### src/rtl/thread_dispatch_scheduler_pkg.sv
// Shared types for the thread dispatch scheduler and its neighbours
// (context cache ids, returned thread context, scheduler state).
package thread_dispatch_scheduler_pkg;

    localparam int unsigned THREAD_ID_W = 8;

    typedef logic [THREAD_ID_W-1:0] thread_id_t;

    typedef struct packed {
        logic [31:0] pc;
        logic [15:0] stack_ptr;
        logic [7:0]  flags;
    } thread_program_stuct_t;

    typedef enum logic [1:0] {
        SCHED_IDLE,
        SCHED_RUN,
        SCHED_DRAIN
    } sched_state_t;

    // The cache view lags one cycle behind an in-flight request, so that
    // request is subtracted here; an empty view while in flight cannot
    // occur, but is clamped to zero rather than wrapping.
    function automatic thread_id_t eff_waiting_count(input thread_id_t count,
                                                     input logic       inflight);
        if (!inflight) begin
            return count;
        end else if (count == '0) begin
            return '0;
        end else begin
            return count - thread_id_t'(1);
        end
    endfunction

endpackage

### src/rtl/thread_dispatch_scheduler_dispatch_fifo.sv
// Synchronous FIFO for returned thread contexts. The head entry is read
// straight out of the storage registers, so it holds steady until popped.
module dispatch_fifo #(
    parameter int unsigned DEPTH = 2,
    parameter int unsigned WIDTH = 8
) (
    input  logic                   clk,
    input  logic                   rst,
    input  logic                   push,
    input  logic [WIDTH-1:0]       push_data,
    input  logic                   pop,
    output logic [WIDTH-1:0]       head_data,
    output logic                   full,
    output logic                   empty,
    output logic [$clog2(DEPTH):0] occupancy
);
    localparam int unsigned PTR_W = $clog2(DEPTH);
    localparam logic [PTR_W:0] DEPTH_CNT = (PTR_W + 1)'(DEPTH);

    logic [WIDTH-1:0] mem [DEPTH];
    logic [PTR_W-1:0] rd_ptr;
    logic [PTR_W-1:0] wr_ptr;
    logic             do_push;
    logic             do_pop;

    assign empty     = (occupancy == '0);
    assign full      = (occupancy == DEPTH_CNT);
    assign do_pop    = pop & ~empty;
    // A push into a full FIFO is only accepted when the head leaves the same cycle.
    assign do_push   = push & (~full | do_pop);
    assign head_data = mem[rd_ptr];

    // Storage, pointers and occupancy update (+push -pop).
    always_ff @(posedge clk) begin
        if (rst) begin
            mem       <= '{default: '0};
            rd_ptr    <= '0;
            wr_ptr    <= '0;
            occupancy <= '0;
        end else begin
            if (do_push) begin
                mem[wr_ptr] <= push_data;
                wr_ptr      <= wr_ptr + 1'b1;
            end
            if (do_pop) begin
                rd_ptr <= rd_ptr + 1'b1;
            end
            case ({do_push, do_pop})
                2'b10:   occupancy <= occupancy + 1'b1;
                2'b01:   occupancy <= occupancy - 1'b1;
                default: ;
            endcase
        end
    end

endmodule

### src/rtl/thread_dispatch_scheduler.sv
// Scheduler downstream of the context cache: requests threads from the
// cache's waiting queue, buffers the returned contexts and hands them to
// the execute stage over valid/ready.
module thread_dispatch_scheduler
    import thread_dispatch_scheduler_pkg::*;
#(
    parameter int unsigned FIFO_DEPTH = 2,
    parameter int unsigned CNT_W      = 16
) (
    input  logic                  clk,
    input  logic                  rst,
    input  logic                  enable,
    input  thread_id_t            waiting_thread_count,
    input  thread_id_t            waiting_next_id,
    input  thread_id_t            waiting_next_id2,
    output logic                  requesting_thread,
    output thread_id_t            requested_thread_id,
    input  thread_program_stuct_t requested_thread_return,
    input  thread_id_t            out_thread_id,
    output logic                  exec_valid,
    input  logic                  exec_ready,
    output thread_program_stuct_t exec_thread,
    output thread_id_t            exec_thread_id,
    output logic                  sched_idle,
    output logic [CNT_W-1:0]      issue_count
);
    localparam int unsigned OCC_W   = $clog2(FIFO_DEPTH) + 1;
    localparam int unsigned ENTRY_W = $bits(thread_program_stuct_t) + $bits(thread_id_t);
    localparam logic [OCC_W-1:0] DEPTH_OCC = OCC_W'(FIFO_DEPTH);

    sched_state_t     state;
    sched_state_t     state_next;
    logic             inflight;
    logic             issue;
    logic             has_credit;
    logic             fifo_pop;
    logic             fifo_full;
    logic             fifo_empty;
    logic [OCC_W-1:0] occupancy;
    thread_id_t       eff_count;
    thread_id_t       candidate;
    logic [ENTRY_W-1:0] head_entry;

    assign inflight  = requesting_thread;
    assign eff_count = eff_waiting_count(waiting_thread_count, inflight);
    assign candidate = inflight ? waiting_next_id2 : waiting_next_id;
    // A slot freed by a same-cycle pop is not reused until the next cycle.
    assign has_credit = (occupancy + OCC_W'(inflight)) < DEPTH_OCC;

    assign fifo_pop   = exec_valid & exec_ready;
    assign exec_valid = ~fifo_empty;
    assign {exec_thread, exec_thread_id} = head_entry;
    assign sched_idle = (state == SCHED_IDLE) & ~inflight & fifo_empty;

    dispatch_fifo #(
        .DEPTH (FIFO_DEPTH),
        .WIDTH (ENTRY_W)
    ) u_fifo (
        .clk       (clk),
        .rst       (rst),
        .push      (inflight),
        .push_data ({requested_thread_return, out_thread_id}),
        .pop       (fifo_pop),
        .head_data (head_entry),
        .full      (fifo_full),
        .empty     (fifo_empty),
        .occupancy (occupancy)
    );

    // Credit accounting must never let a return land in a full FIFO.
    assert property (@(posedge clk) disable iff (rst) inflight |-> (!fifo_full || fifo_pop));

    // Next-state and issue decision.
    always_comb begin
        state_next = state;
        issue      = 1'b0;
        case (state)
            SCHED_IDLE: begin
                if (enable) state_next = SCHED_RUN;
            end
            SCHED_RUN: begin
                if (!enable) state_next = SCHED_DRAIN;
                else         issue = (eff_count != '0) && has_credit;
            end
            SCHED_DRAIN: begin
                if (enable)                         state_next = SCHED_RUN;
                else if (!inflight && fifo_empty)   state_next = SCHED_IDLE;
            end
            default: state_next = SCHED_IDLE;
        endcase
    end

    // State register.
    always_ff @(posedge clk) begin
        if (rst) state <= SCHED_IDLE;
        else     state <= state_next;
    end

    // Registered request strobe, requested id and issue counter.
    always_ff @(posedge clk) begin
        if (rst) begin
            requesting_thread   <= 1'b0;
            requested_thread_id <= '0;
            issue_count         <= '0;
        end else begin
            requesting_thread <= issue;
            if (issue) begin
                requested_thread_id <= candidate;
                issue_count         <= issue_count + 1'b1;
            end
        end
    end

endmodule
### config.mk
export PLATFORM = sky130hd
export DESIGN_NAME = thread_dispatch_scheduler
export DESIGN_NICKNAME = d
export VERILOG_FILES = /design/src/rtl/thread_dispatch_scheduler_pkg.sv /design/src/rtl/thread_dispatch_scheduler_dispatch_fifo.sv /design/src/rtl/thread_dispatch_scheduler.sv
export SDC_FILE = /design/constraint.sdc
export NUM_CORES = 1
export LEC_CHECK = 0
export ABC_AREA = 1
export BUFFER_PORTS_ARGS = -buffer_cell sky130_fd_sc_hd__buf_2
export CAP_MARGIN = 40
export CORE_UTILIZATION = 45
export CTS_CLUSTER_DIAMETER = 40
export DETAILED_ROUTE_END_ITERATION = 10
export GPL_TIMING_DRIVEN = 0
export PLACE_DENSITY_LB_ADDON = 0.05
export REMOVE_ABC_BUFFERS = 1
export SLEW_MARGIN = 10
export SYNTH_ARGS = -nofsm -noshare
export SYNTH_HDL_FRONTEND = slang
export SYNTH_SLANG_ARGS = --single-unit
### constraint.sdc
create_clock -name clk -period 1.9 [get_ports clk]
set_input_delay 0.285 -clock clk [delete_from_list [all_inputs] [get_ports clk]]
set_output_delay 0.285 -clock clk [all_outputs]
set_load 0.01 [all_outputs]
**Yosys cells after proc, flatten, opt, wreduce, memory -nomap -nowiden**

Cells that the tools add are included.

- Magnitude comparators: 4
- Bitwise operators: 11
- Add/subtract/negate cells: 7
- Reduce and logical (&&, ||, !) cells: 10
- Multiplexer cells: 17
- Eq/ne operators: 8

Operators with widths:

| cell | number |
|---|---|
| 64-bit two-way mux | 4 |
| 128-bit bitwise mux | 1 |
| 64-bit demux with 1-bit select | 1 |
| 8-bit two-way mux | 3 |
| 16-bit by 1-bit adder with 16-bit output (second input constant) | 1 |
| 8-bit logical NOT | 1 |
| 2-bit two-way mux | 4 |
| 8-bit nonzero test | 1 |
| 8-bit by 1-bit subtractor with 8-bit output (second input constant) | 1 |
| 2-bit == test (second input constant) | 3 |
| 2-bit one-hot mux with 3 select lines | 1 |
| 1-bit bitwise AND | 5 |
| 2-bit by 1-bit == test with 1-bit output (second input constant) | 2 |
| 2-bit >= comparator (second input constant) | 2 |
| 2-bit logical NOT | 2 |
| 2-bit != test (second input constant) | 2 |
| 1-bit NOT with 2-bit output | 2 |
| 2-bit one-hot mux with 2 select lines | 1 |
| 1-bit logical AND | 3 |
| 3-bit != test (second input constant) | 1 |
| 1-bit NOT | 3 |
| 3-bit AND reduction | 1 |
| 1-bit adder (second input constant) | 2 |
| 2-bit by 1-bit adder with 2-bit output | 1 |
| 8 further kinds | 9 |

- Word-level logic and storage cells: 66
- Register bits: 159
- Bits of input ports: 92

**Logic depth before layout (Yosys ltp)**

Gate-level depths: netlist (run 1).

- Depth after elaboration: 8
- Mapped depth: 12

**Hierarchy**

From an unflattened synthesis (run 1), not the netlist that was laid out.

- Cell total of the unflattened synthesis: 1070
- Area, all modules: 7234.4 µm²

By module, submodules not included:

| module | area each (µm²) | cells each | instances | seq. area each (µm²) |
|---|---|---|---|---|
| dispatch_fifo | 5597.9 | 807 | 1 | 2642.5 |
| thread_dispatch_scheduler | 1636.6 | 263 | 1 | 540.5 |

**Worst setup path before layout (run 1)**

No wires, ideal clock.

- Path type: register to register
- Start: register issue_count[1]
- End: register issue_count[10]
- Setup slack: 0.494 ns
- Setup time: 0.064 ns
- Data required time: 1.836 ns
- Cell stages (with the launch flop): 10
- Path buffers: 0
- Arrival time: 1.342 ns
- Cell sequence: dfxtp_1 ha_1 nand2_1 nor2_1 nand2_1 nor2_1 nand3_1 nand2_1 inv_1 nor2_1

- Cells in the longest elaborated chain, start to end: 1

Ends and longest elaborated chain:

| item | line | text |
|---|---|---|
| start, declared | thread_dispatch_scheduler.sv:25 | `output logic [CNT_W-1:0] issue_count` |
| start signal, assigned | thread_dispatch_scheduler.sv:109 | `issue_count <= issue_count + 1'b1;` |
| 16-bit by 1-bit adder with 16-bit output | thread_dispatch_scheduler.sv:109 |  |

Every way passes these cells.
A chain may end at the register's enable or synchronous reset.

==> flow_metrics.tcl, run 1 <==
set metrics [dict create \
    status "finished with violations" \
    violations "DRC" \
    end_kind "primary output" \
    endpoint "exec_thread[43]" \
    synth_cell_type_count 24 \
    period_needed_ps 1720 \
    clkTransAtPathRegs_ps 60 \
    synth-xor-area-share 0.00511 \
    die_h_um 125 \
    critical_path.max_fanout 35 \
    utilization 0.582 \
    synth_top_family_by_area "compound AO/OA/AOI/OAI gates" \
    dr.first_iter.drc_count 453 \
    cellLeakagePower_nw 3.49 \
    area_growth_syn_to_layout_pct 24.7 \
    wl_met3_mm 1.08 \
    synth-simple-area-share 0.207 \
    grt_antenna_before_repair 0 \
    drv_slew 0 \
    numCtsBuffers 17 \
    track_usage 0.233 \
    clock_latency_ps 430 \
    hp-class "in -> reg" \
    start_util 0.466 \
    hold_start "enable" \
    drt-pass1-iter-count 8 \
    htreeDepth 4 \
    drive_above_1_share 0.215 \
    yosys_warnings 0 \
    final_antenna_net_count 0 \
    worstPathRequired_ps 1620 \
    fmax_ghz 0.581 \
    r2r_slack_ps 190 \
    avgRoutedWirePerCell_um 14.0 \
    grt_max_degree 82 \
    cap_violations 0 \
    fp-row-count 44 \
    port_buffers 182 \
    cts.sinks 159 \
    max_slew_margin 0.435 \
    grt_pass1_vias 6018 \
    globalplace.congestion 0.736 \
    reg2reg_depth 7 \
    power_density_nw_per_um2 877 \
    rsz0062_at_grt "no" \
    critPathKind "reg -> out" \
    tns_ps 0 \
    synthMuxAreaShare 0 \
    reg2reg_to "u_fifo.mem[78]" \
    synth_fa_ha_area_frac 0.00548 \
    skew_ps 6.85 \
    avgSynthCellArea_um2 7.04 \
    rr_startpoint "u_fifo.occupancy[0]" \
    grt_overflow 0 \
    drc 10 \
    synth_compound_area_frac 0.213 \
    fp.dieArea_um2 15700 \
    crit_arrival_ps 1440 \
    hpwl_mm 10.2 \
    ys_seq_elements 159 \
    final_net_count 1222 \
    wl_met1_mm 8.72 \
    grt_pass1_wl_mm 29.5 \
    timing.critical_path.from "u_fifo.rd_ptr" \
    core_um2 14700 \
    drt_wl_total_mm 18.6 \
    tightest_slew_ps 848 \
    highest_layer "met4" \
    synth_cells 973 \
    period_share 0.906 \
    die_x_um 125 \
    ir_worst_vdd_v 0.000587 \
    yosysSeqAreaShare 0.464 \
    n_antenna_cell 0 \
    clock-root-buffer "clkbuf_16" \
    startpoint_type "register" \
    cts_tree "built" \
    synth_edf_count 0 \
    cts_max_path_buffers 2 \
    vias_per_cell 5.04 \
    dr_wl_met2_mm 8.64 \
    synthArstFlopShare 0 \
    postCtsHoldBufs 0 \
    setup_violations 0 \
    dominantRegCellSynth "dfxtp_1" \
    holdPathStages 3 \
    netlist_area_um2 6850 \
    hold_violations 0 \
    num_vias 6674 \
    io_pins 183 \
]
==> critical path, cell delays in order (launching register included) <==
cell,delay (ps)
dfxtp_4,450
buf_16,220
nand2_1,70
o21ai_0,90
buf_2,170
==> repair_timing <==
item | in CTS | in global routing
gates resized for setup | 10 | 2
pin swaps | 1 | 1
endpoints found under the setup margin | 155 | 85
cloned | 2 | 3
setup buffers | 3 | 4
==> layout make-up <==
type	instances	area [um^2]
clock buffers	22	474
flip-flops and latches	159	3190
multi-input cells	658	3010
clock inverters	10	111
fillers	1489	6150
inverters	95	367
repair buffers	196	1160
well taps	184	230
==> through the flow <==
step / hold slack (ps) / instances / worst slack, ps / power [W] / area (um^2)
finish: 112 / 1324 / 179 / 0.00750 / 8550
CTS: 98.3 / 1317 / 5.90 / 0.00753 / 8450
detailed placement: 439 / 1280 / -786 / 0.00413 / 7780
global placement: 434 / 1275 / -3360 / 0.00411 / 7630
floorplan: 354 / 909 / -1290 / 0.00381 / 6490
global route: 111 / 1324 / 19.8 / 0.00780 / 8550
==> state kept, by name, indices dropped and copies added (netlist names) <==
signal	count
u_fifo.rd_ptr	1
u_fifo.wr_ptr	1
state	2
u_fifo.occupancy	2
requested_thread_id	8
issue_count	16
u_fifo.mem	128
requesting_thread	1
==> synthesized netlist by cell type, types with 2 or more instances <==
master | count | share of area
nand2_1 | 278 | 0.15
dfxtp_1 | 159 | 0.46
a21oi_1 | 143 | 0.10
o21ai_0 | 100 | 0.073
inv_1 | 90 | 0.049
nor2_1 | 48 | 0.026
o21ai_1 | 45 | 0.033
clkbuf_1 | 32 | 0.018
buf_2 | 17 | 0.012
nand3_1 | 17 | 0.012
buf_6 | 12 | 0.020
nand4_1 | 7 | 0.0064
inv_2 | 5 | 0.0027
xor2_1 | 4 | 0.0051
buf_4 | 3 | 0.0033
ha_1 | 3 | 0.0055
nand3_2 | 2 | 0.0029
nand3b_1 | 2 | 0.0022
==> report_power, final <==
part           internal (W)  leakage [nW]  switching, W  total, W
registers           0.00341          1.29     0.0000426   0.00345
logic              0.000261          1.92      0.000411  0.000672
clock network       0.00203         0.282       0.00135   0.00338
==> logic make-up (layout without fill, tap and decap cells) <==
kind of cell | count (synthesis) | after routing
compound gates | 290 | 290
xor+xnor | 4 | 4
fa+ha+maj | 3 | 3
buf+inv | 159 | 323
flops | 159 | 159
simple gates | 358 | 361
==> worst min path at each step <==
| stage | slack [ps] | endpoint |
|---|---|---|
| 6_report | 110 | state[0] |
| 5_1_grt | 110 | u_fifo.mem[44] |
| 4_1_cts | 100 | state[0] |
| 3_5_place_dp | 440 | u_fifo.mem[90] |
| 3_3_place_gp | 430 | u_fifo.mem[95] |
| 2_1_floorplan | 350 | issue_count[14] |
==> placed cells by master, fill, tap and decap left out, types with 3 or more instances in the layout <==
master	Yosys	routed
nand2_1	278	276
buf_2	17	181
dfxtp_1	159	157
a21oi_1	143	143
o21ai_0	100	98
inv_1	90	90
nor2_1	48	48
o21ai_1	45	47
clkbuf_16	0	19
nand3_1	17	16
nand4_1	7	7
buf_4	3	6
xor2_1	4	4
clkinv_2	0	4
buf_16	0	4
inv_2	5	3
ha_1	3	3
clkbuf_8	0	3
clkinvlp_4	0	3
==> per-layer routing <==
metal / global-route usage / vias to the layer above
met5: 0 / -
met4: 0.0603 / 0
met3: 0.0591 / 9
met2: 0.392 / 174
met1: 0.298 / 3047
li1: - / 3444
No activity file was read; power rests on OpenSTA's default activity.
==> run 2, diff against run 1 <==
CORE_ASPECT_RATIO = 0.7   (was unset)
CORE_MARGIN = 2   (was unset)
==> flow_metrics.tcl, run 2 (synthesis results as in run 1) <==
set metrics [dict create \
    rsz0062_at_grt "yes" \
    cap_violations 0 \
    power_density_nw_per_um2 881 \
    die_x_um 152 \
    slowest_stage "dfxtp_4" \
    track_usage 0.217 \
    period_needed_ps 1830 \
    crit_chain "buf_16 > nand2_1 > o21ai_0 > buf_2" \
    dr.first_iter.drc_count 417 \
    io_pins 183 \
    worstPathRequired_ps 1620 \
    grt_overflow 0 \
    hold_violations 0 \
    largest_reg_flops 128 \
    hp-class "in -> reg" \
    grt_pass1_vias 5694 \
    num_vias 6449 \
    port_buffers 182 \
    regMostFlops "u_fifo.mem" \
    fmax_ghz 0.547 \
    cp.buffers_inverters 2 \
    numCtsBuffers 17 \
    grt_max_degree 82 \
    drv_slew 0 \
    critical_path.max_fanout 47 \
    cp_slowest_stage_delay_ps 490 \
    cts.sinks 159 \
    hpwl_mm 10.7 \
    cellLeakagePower_nw 3.47 \
    hold_start "enable" \
    cts_tree "built" \
    grt_pass1_wl_mm 28.1 \
    core_um2 14800 \
    crit_family "flip-flops" \
    utilization 0.574 \
    clkTransAtPathRegs_ps 70 \
    critPathKind "reg -> out" \
    drt_wl_total_mm 17.4 \
    fp.dieArea_um2 16300 \
    end_kind "primary output" \
    clock_latency_ps 420 \
    drive_above_1_share 0.212 \
    drc 0 \
    grt_antenna_before_repair 3 \
    startpoint_type "register" \
    layout_commonest_cell "nand2_1" \
    crit_arrival_ps 1540 \
    largestRegisters "u_fifo.mem x128, issue_count x16, requested_thread_id x8" \
    timing.critical_path.from "u_fifo.rd_ptr" \
    nFillCells 1481 \
    setup_violations 0 \
    max_slew_margin 0.461 \
    fin_area_um2 8500 \
    die_h_um 107 \
    drt-pass1-iter-count 5 \
    cts_max_path_buffers 2 \
    start_util 0.463 \
    mostFrequentLayoutCells "nand2_1 (277), buf_2 (181), dfxtp_1 (157), a21oi_1 (143), o21ai_0 (98)" \
    post-place-ws_ps -732 \
    fp-row-count 37 \
    ir_worst_vdd_v 0.000576 \
    area_growth_syn_to_layout_pct 24.0 \
    htreeDepth 4 \
    period_share 0.961 \
    vias_per_cell 4.84 \
    rr_startpoint "u_fifo.occupancy[0]" \
    status "finished clean" \
    clock-root-buffer "clkbuf_16" \
    placed_area_um2 7800 \
    fin_ws_ps 73.4 \
    power.total_w 0.00749 \
    skew_ps 15.4 \
    final_net_count 1217 \
    globalplace.congestion 0.763 \
    final_antenna_net_count 0 \
    avgRoutedWirePerCell_um 13.1 \
    tightest_slew_ps 809 \
]
## run 2: changes by cell type in the layout (fill, tap and decap cells not counted), moves of 2 or more
cell        before  now
buf_12           2    4
clkbuf_1         2    0
clkbuf_16       19   17
clkbuf_8         3    1
clkinv_2         4    1
clkinv_4         1    3
clkinvlp_4       3    1
diode_2          0    2
inv_6            0    6
or2_2            2    0
## run 2: routing by layer
metal	wire (um)	part of all wire	track usage
met1	8610	0.49	0.299
met2	7510	0.43	0.333
met3	1140	0.065	0.0699
met4	123	0.0071	0.0463
met5	13	0.00075	0
## run 2: final timing paths
check	to	slack [ps]	cells past startpoint
min reg2reg	u_fifo.mem[100]	450	2
max reg2reg	u_fifo.mem[32]	150	8
max	exec_thread[31]	70	4
min	state[0]	110	3
## run 2: power breakdown
| group | total, W | internal [W] | switching (W) |
|---|---|---|---|
| registers | 0.00345 | 0.00341 | 0.0000426 |
| clock network | 0.00339 | 0.00189 | 0.00149 |
| logic | 0.000646 | 0.000248 | 0.000398 |
| total | 0.00749 | 0.00555 | 0.00193 |
## run 2: worst reg2reg max path: cells and delay by family, from the launching register on
kind,cells,cell delay [ps]
buffers and inverters,4,840
flip-flops,1,410
AO/OA/AOI/OAI,1,130
AND/OR/NAND/NOR,3,290
## run 2: layout make-up
class / instances / area (um^2) / area share
Clock buffer: 18 / 439 / 0.0517
Multi-Input combinational cell: 655 / 2990 / 0.352
Tap cell: 195 / 244 / 0.0287
Timing Repair Buffer: 194 / 1120 / 0.131
Sequential cell: 159 / 3190 / 0.375
Antenna cell: 2 / 5.00 / 0.000589
Inverter: 95 / 364 / 0.0429
Clock inverter: 14 / 151 / 0.0178
## run 2: repair_timing
action | in CTS | in global routing
buffers inserted | 2 | 3
endpoints found under the setup margin | 113 | 81
gates resized for setup | 6 | 4
hold buffers | 0 | 0
pin swaps | 0 | 1
cloned | 1 | 0
## run 2: metrics by stage
step	hold slack [ps]	std cells	setup TNS, ps
final	114	1332	0
after global routing	98.0	1330	-3.65
after CTS	100	1327	0
after detailed placement	439	1292	-21640
after global placement	435	1286	-455630
after floorplan	354	909	-145450
